## src/rtl/control_sequencer.sv

```systemverilog
// Purpose: microcoded control sequencer, FETCH T1..T5 then EXECUTE T1..Tn per opcode.
// Latency: every output is a combinational decode of the registered step; the step advances once per clk.
// Backpressure: a step that drives read or write holds while mem_ready=0; HALTED is left only through reset.
//
// Ports:
//   clk, rst_n             clock, synchronous active-low reset
//   opcode, reg_sel        IR fields, latched at FETCH T5
//   zero, mem_ready        ALU zero flag, memory handshake
//   oe_*, oe_d             bus output enables (at most one high per cycle)
//   we_*, we_d             register write enables
//   func                   ALU function (00 zero, 01 inc, 10 add, 11 dec)
//   read, write            memory strobes
//   state, phase           00 FETCH / 01 EXECUTE / 10 HALTED, step 1..5
//   halted, illegal        status flags
module control_sequencer #(
    parameter int NUM_REGS = 4,
    parameter int SEL_W    = 2
) (
    input  logic                clk,
    input  logic                rst_n,
    input  logic [3:0]          opcode,
    input  logic [SEL_W-1:0]    reg_sel,
    input  logic                zero,
    input  logic                mem_ready,
    output logic                oe_ms,
    output logic                oe_ir,
    output logic                oe_pc,
    output logic                oe_alureg,
    output logic [NUM_REGS-1:0] oe_d,
    output logic                we_mar,
    output logic                we_ir,
    output logic                we_pc,
    output logic                we_alureg,
    output logic [NUM_REGS-1:0] we_d,
    output logic [1:0]          func,
    output logic                read,
    output logic                write,
    output logic [1:0]          state,
    output logic [2:0]          phase,
    output logic                halted,
    output logic                illegal
);

    typedef enum logic [1:0] {
        ST_FETCH = 2'b00,
        ST_EXEC  = 2'b01,
        ST_HALT  = 2'b10
    } state_e;

    // All strobes in one bundle so a single '0 clears every one of them.
    typedef struct packed {
        logic                oe_ms;
        logic                oe_ir;
        logic                oe_pc;
        logic                oe_alureg;
        logic [NUM_REGS-1:0] oe_d;
        logic                we_mar;
        logic                we_ir;
        logic                we_pc;
        logic                we_alureg;
        logic [NUM_REGS-1:0] we_d;
        logic [1:0]          func;
        logic                read;
        logic                write;
    } ctl_t;

    localparam logic [SEL_W:0] NREGS_CMP = (SEL_W+1)'(NUM_REGS);

    state_e            state_q, state_d;
    logic [2:0]        phase_q, phase_d;
    logic [3:0]        op_q, op_d;
    logic [SEL_W-1:0]  sel_q, sel_d;

    ctl_t                ctl;
    logic [NUM_REGS-1:0] rd_oh;
    logic                sel_ok;
    logic                uses_rd;
    logic                ret;
    logic                jump;
    logic                halted_c;
    logic                illegal_c;

    always_comb begin
        rd_oh = '0;
        for (int i = 0; i < NUM_REGS; i++) begin
            rd_oh[i] = (sel_q == SEL_W'(i));
        end
    end

    assign sel_ok  = {1'b0, sel_q} < NREGS_CMP;
    assign uses_rd = (op_q <= 4'd3) || (op_q == 4'd6) || (op_q == 4'd7);

    always_comb begin
        ctl       = '0;
        halted_c  = 1'b0;
        illegal_c = 1'b0;
        ret       = 1'b0;
        jump      = 1'b0;
        state_d   = state_q;
        phase_d   = phase_q;
        op_d      = op_q;
        sel_d     = sel_q;

        case (state_q)
            ST_FETCH: begin
                case (phase_q)
                    3'd1: begin ctl.oe_pc = 1'b1; ctl.we_mar = 1'b1; end
                    3'd2: begin ctl.read = 1'b1; ctl.oe_ms = 1'b1; ctl.we_ir = mem_ready; end
                    3'd3: begin ctl.oe_pc = 1'b1; ctl.func = 2'b01; ctl.we_alureg = 1'b1; end
                    3'd4: begin ctl.oe_alureg = 1'b1; ctl.we_pc = 1'b1; end
                    3'd5: begin
                        jump    = 1'b1;
                        state_d = ST_EXEC;
                        phase_d = 3'd1;
                        op_d    = opcode;
                        sel_d   = reg_sel;
                    end
                    default: ret = 1'b1;
                endcase
            end
            ST_EXEC: begin
                case (op_q)
                    4'd0, 4'd1, 4'd2, 4'd3: begin
                        case (phase_q)
                            3'd1: begin
                                ctl.we_alureg = 1'b1;
                                ctl.func      = op_q[1:0];
                                // CLEAR needs no operand; INC/DEC read Rd, ADD reads the IR immediate.
                                if (op_q == 4'd2) ctl.oe_ir = 1'b1;
                                else if (op_q != 4'd0) ctl.oe_d = rd_oh;
                            end
                            3'd2: begin ctl.oe_alureg = 1'b1; ctl.we_d = rd_oh; end
                            default: ret = 1'b1;
                        endcase
                    end
                    4'd4, 4'd5: begin
                        if (phase_q == 3'd1) begin
                            ctl.oe_ir = 1'b1;
                            ctl.we_pc = (op_q == 4'd4) || zero;
                        end else begin
                            ret = 1'b1;
                        end
                    end
                    4'd6, 4'd7: begin
                        case (phase_q)
                            3'd1: begin ctl.oe_ir = 1'b1; ctl.we_mar = 1'b1; end
                            3'd2: begin
                                if (op_q == 4'd6) begin
                                    ctl.read  = 1'b1;
                                    ctl.oe_ms = 1'b1;
                                    ctl.we_d  = mem_ready ? rd_oh : '0;
                                end else begin
                                    ctl.oe_d  = rd_oh;
                                    ctl.write = 1'b1;
                                end
                            end
                            default: ret = 1'b1;
                        endcase
                    end
                    4'd8: begin
                        if (phase_q == 3'd1) begin
                            jump    = 1'b1;
                            state_d = ST_HALT;
                        end else begin
                            ret = 1'b1;
                        end
                    end
                    default: begin
                        if (phase_q == 3'd1) illegal_c = 1'b1;
                        else                 ret       = 1'b1;
                    end
                endcase
                // Out-of-range Rd: keep the opcode's step count but drive nothing,
                // flagging illegal until the return step.
                if (uses_rd && !sel_ok && !ret) begin
                    ctl       = '0;
                    illegal_c = 1'b1;
                end
            end
            ST_HALT: halted_c = 1'b1;
            default: ret = 1'b1;
        endcase

        if (jump) begin
            // next state already chosen above
        end else if (ret) begin
            state_d = ST_FETCH;
            phase_d = 3'd1;
        end else if (state_q == ST_HALT) begin
            phase_d = phase_q;
        end else if ((ctl.read || ctl.write) && !mem_ready) begin
            phase_d = phase_q;
        end else begin
            phase_d = phase_q + 3'd1;
        end

        if (!rst_n) begin
            ctl       = '0;
            halted_c  = 1'b0;
            illegal_c = 1'b0;
        end
    end

    always_ff @(posedge clk) begin
        if (!rst_n) begin
            state_q <= ST_FETCH;
            phase_q <= 3'd1;
            op_q    <= '0;
            sel_q   <= '0;
        end else begin
            state_q <= state_d;
            phase_q <= phase_d;
            op_q    <= op_d;
            sel_q   <= sel_d;
        end
    end

    assign oe_ms     = ctl.oe_ms;
    assign oe_ir     = ctl.oe_ir;
    assign oe_pc     = ctl.oe_pc;
    assign oe_alureg = ctl.oe_alureg;
    assign oe_d      = ctl.oe_d;
    assign we_mar    = ctl.we_mar;
    assign we_ir     = ctl.we_ir;
    assign we_pc     = ctl.we_pc;
    assign we_alureg = ctl.we_alureg;
    assign we_d      = ctl.we_d;
    assign func      = ctl.func;
    assign read      = ctl.read;
    assign write     = ctl.write;
    assign state     = state_q;
    assign phase     = phase_q;
    assign halted    = halted_c;
    assign illegal   = illegal_c;

endmodule

```

## config.mk

```make
export PLATFORM = sky130hd
export DESIGN_NAME = control_sequencer
export DESIGN_NICKNAME = d
export VERILOG_FILES = /design/src/rtl/control_sequencer.sv
export SDC_FILE = /design/constraint.sdc
export NUM_CORES = 1
export LEC_CHECK = 0
export ABC_CLOCK_PERIOD_IN_PS = 3930
export CAP_MARGIN = 10
export CORE_MARGIN = 2
export CORE_UTILIZATION = 47
export CTS_CLUSTER_SIZE = 40
export DETAILED_ROUTE_END_ITERATION = 8
export PLACE_DENSITY = 0.9
export SLEW_MARGIN = 15
export SYNTH_ARGS = -nofsm -noshare
export SYNTH_HDL_FRONTEND = slang
export SYNTH_SLANG_ARGS = --single-unit
export TNS_END_PERCENT = 50
```

## constraint.sdc

```tcl
create_clock -name clk -period 3.93 [get_ports clk]
set_input_delay 0.786 -clock clk [delete_from_list [all_inputs] [get_ports clk]]
set_output_delay 0.786 -clock clk [all_outputs]
set_load 0.005 [all_outputs]
```

== Word level (Yosys, flattened, before mapping) ==
Index checks and enable logic that the tools add are counted.

* $add $sub $neg: 1
* Equality and inequality tests: 22
* Muxes and demuxes: 68
* Reductions and logical operators: 19

{| class="wikitable"
|+ Operators by type and width
! kind !! count
|-
| $mux W4 || 11
|-
| $mux W1 || 31
|-
| $pmux W4 S2 || 3
|-
| $mux W20 || 1
|-
| $mux W2 || 9
|-
| $mux W3 || 6
|-
| $eq A4 B3 Y1 const B || 4
|-
| $reduce_or A9 Y1 || 1
|-
| $eq A4 B2 Y1 const B || 2
|-
| $pmux W2 S2 || 2
|-
| $reduce_or A2 Y1 || 4
|-
| $reduce_or A4 Y1 || 2
|-
| $eq A2 B2 Y1 const B || 3
|-
| $eq A3 B2 Y1 const B || 2
|-
| $eq A3 B3 Y1 const B || 2
|-
| $ne A3 B3 Y1 const B || 2
|-
| $pmux W1 S2 || 3
|-
| $pmux W3 S2 || 1
|-
| $reduce_or A6 Y1 || 1
|-
| $reduce_or A5 Y1 || 1
|-
| $eq A2 B1 Y1 const B || 2
|-
| $eq A4 B1 Y1 const B || 1
|-
| $eq A4 B4 Y1 const B || 1
|-
| $logic_not A2 Y1 || 2
|-
| 11 further kinds || 13
|}

* Flip-flop bits (word level): 11
* Output and inout port bits: 27
* Logic and storage cells: 114

== Logic depth before layout (Yosys ltp) ==
* Depth in word-level cells: 11
* Depth in mapped cells: 7
* Depth with buffers taken out: 7

== Worst setup path before layout ==
OpenSTA, ideal clock, no wires.

* Kind: input to output
* Start: input port rst_n
* End: output port read
* Arrival: 1.428 ns
* Setup slack: 1.716 ns
* Stages on the path: 4
* Buffers on the path: 2
* Cell sequence: buf_6 > nand2_1 > a211oi_1 > buf_4

* Longest elaborated chain between the ends: 1

{| class="wikitable"
|+ RTL lines
! what !! line !! source
|-
| start, declared || 20 || <nowiki>input logic rst_n,</nowiki>
|-
| $mux W20 || 197 || <nowiki>if (!rst_n) begin</nowiki>
|-
| end, declared || 36 || <nowiki>output logic read,</nowiki>
|}

Every way passes these cells.

== Final worst setup path ==
* Start: input port rst_n
* End: output port oe_d[0]

* Longest elaborated chain between the ends: 1

{| class="wikitable"
|+ RTL lines
! what !! line !! source
|-
| $mux W20 || 197 ||
|-
| end, declared || 29 || <nowiki>output logic [NUM_REGS-1:0] oe_d,</nowiki>
|}

Every way passes these cells.

==> run_results.csv <==
group,metric,value,unit
synthesis,netlist.area_leader.share,0.225,
cts,cts-buffers-inserted,3,
timing,slew_headroom,0.636,
cts,insertion_delay,0.27,ns
status,status,"finished clean",
cts,cts_tree,"built",
placement,dp_hpwl,2140,um
cells_and_area,syn2layout_area_growth,37.0,%
die,core.rowCount,16,
synthesis,asyncSetResetFlopFracSynth,0,
die,die_w,49.7,um
global_route,grt_pass1_wl,4440,um
cells_and_area,nNetsFinal,172,
cts,root_buffer,"clkbuf_4",
timing,finalSetupTns,0,ns
critical_path,r2r_setup_slack,1.96,ns
global_route,grt_max_degree,14,
timing,final_hold_viol_count,0,
die,die_h,49.7,um
synthesis,synth-seq-cells,11,
synthesis,yosys_warnings,0,
die,start_util,0.499,
cells_and_area,final_common_cell,"clkdlybuf4s50_1",
timing,layout_min_cycle_time,3.43,ns
timing,fin_crit_sh,0.874,
critical_path,crit_start,"rst_n",
drt,antenna_left,0,
cells_and_area,mostFrequentLayoutCells,"clkdlybuf4s50_1 (36), nor2_1 (12), nand2_1 (11), dfxtp_1 (11), nor2b_1 (10)",
cts,cts_htree_levels,1,
drt,first_pass_iters,4,
synthesis,yosysSeqAreaShare,0.225,
critical_path,reg2regPathDepth,7,
synthesis,synth_fp_nets,138,
drt,drc_errors,0,
synthesis,synth-edff-count,0,
cts,cts_sinks,11,
timing,worst_pin_slew,0.539,ns
die,core-area,1960,sq um
cts,path_clk_slew,0.08,ns
worst_hold_path,worst_hold_startpoint,"phase[0]",
worst_hold_path,hold_class,"reg -> reg",
cts,holdBufCountCts,0,
run,drv_cap,0,
synthesis,syn-instance-count,123,
timing,fin_skew,0.00910,ns
drt,routed_wire_length_per_instance,14.9,um
timing,slew_violations,0,
timing,rsz0062_at_grt,"no",
cells_and_area,drive_gt1_frac,0.0897,
timing,setup_viol,0,
synthesis,yosysTopAreaCell,"dfxtp_1",
power_and_ir_drop,power-per-cell-area,410,nW/um^2
global_route,track_usage,0.230,
drt,routed_wl,2720,um
placement,io_buffer_count,36,
timing,fmaxAchievable,0.291,GHz
critical_path,r2r_end,"phase[2]",
synthesis,synth_area,980,sq um
drt,drt_iter0_markers,32,
global_route,grt-ovfl-total,0,
drt,vias,1042,
cells_and_area,n_fill_cell,178,
die,die-area,2470,sq um
synthesis,ys_types,42,
power_and_ir_drop,cellLeakagePower,0.000478,uW
cts,cts_resized,0,
global_route,grt_pass1_vias,998,
cts,cts_setup_buffers,0,
synthesis,syn_area_per_cell,7.96,sq um
critical_path,cp-endpoint,"oe_d[0]",
global_route,antenna_found_initial,0,
timing,holdWs,0.585,ns
critical_path,cp_max_fo,12,
synthesis,synth_area_leaders,"dfxtp_1 (22%), mux2i_1 (8.2%), ha_1 (6.4%)",
critical_path,required,3.14,ns
placement,gp_congestion,0.900,
critical_path,end_kind,"output port",
critical_path,r2r_start,"phase[0]",
synthesis,ys.flop_type,"dfxtp_1",
critical_path,worst_setup_path_start_kind,"input pin",
drt,vias_per_cell,5.69,
power_and_ir_drop,ir_drop,0.282,mV
critical_path,path_class,"in -> out",
cts,cts_buffer_depth,2,
die,io_pins,37,
cells_and_area,diodes,0,
critical_path,cp.arrival,2.65,ns
## flip-flops by register name, indices dropped and copies added (netlist names)
signal,cells
op_q,4
phase,3
sel_q,2
state,2
## worst min-delay path by stage
stage          depth (start not counted)        to  slack, ns
3_5_place_dp                           2  phase[0]       0.58
2_1_floorplan                          2  sel_q[1]       0.54
3_3_place_gp                           2  phase[0]       0.56
5_1_grt                                2  phase[0]       0.63
4_1_cts                                2  phase[0]       0.59
6_report                               2  phase[0]       0.59
## through the flow
step / total power [uW] / worst slack [ns] / instance area (sq um) / instances / util
6_report: 550 / 0.497 / 1340 / 183 / 0.684
2_1_floorplan: 363 / 1.72 / 980 / 123 / -
4_1_cts: 546 / 0.519 / 1340 / 183 / 0.684
3_3_place_gp: 453 / 0.577 / 1320 / 179 / 0.671
5_1_grt: 588 / 0.392 / 1340 / 183 / 0.684
3_5_place_dp: 468 / 0.532 / 1320 / 179 / 0.671
## cells in the mapped netlist (2+ instances only)
| master | n |
|---|---|
| and4_1 | 2 |
| and3_1 | 2 |
| nor2b_1 | 10 |
| o21a_1 | 2 |
| mux2i_1 | 8 |
| ha_1 | 5 |
| buf_6 | 3 |
| a211oi_1 | 3 |
| dfxtp_1 | 11 |
| a21oi_1 | 5 |
| nor3_1 | 6 |
| and4_2 | 2 |
| nand2b_1 | 5 |
| and2_1 | 2 |
| inv_1 | 5 |
| buf_4 | 3 |
| nand3_1 | 3 |
| nor2_1 | 12 |
| nand2_1 | 11 |
## per-layer routing
metal	part of all wire	GRT usage	up-vias
met5	0	0	-
met4	0.041	0.139	0
met3	0.066	0.0242	13
met2	0.47	0.402	58
met1	0.42	0.267	468
li1	-	-	503
## logic make-up after synthesis
family | synth area share
AOI/OAI and AO/OA | 0.143
muxes | 0.0817
DFF | 0.225
adders and majority gates | 0.0639
buffers and inverters | 0.0856
and+or+nand+nor | 0.401
## worst max-delay path, stage by stage
cell             delay, ns
clkdlybuf4s50_1       0.67
and4b_2               0.30
o211ai_1              0.16
nor3_1                0.19
clkdlybuf4s50_1       0.53
## report_power, final
group          total (uW)  switching (uW)  internal (uW)  leakage [uW]
registers             177            44.5            133     0.0000894
clock network        78.6            39.3           39.3     0.0000150
logic                 294             142            152      0.000374
total                 550             226            324      0.000478
## layout make-up
type / count / area (sq um) / share of cell area
well taps: 27 / 33.8 / 0.0252
multi-input cells: 99 / 676 / 0.503
clock buffers: 4 / 26.3 / 0.0196
repair buffers: 37 / 368 / 0.274
flip-flops and latches: 11 / 220 / 0.164
inverters: 5 / 18.8 / 0.0140
(Power assumes the default switching activity.)
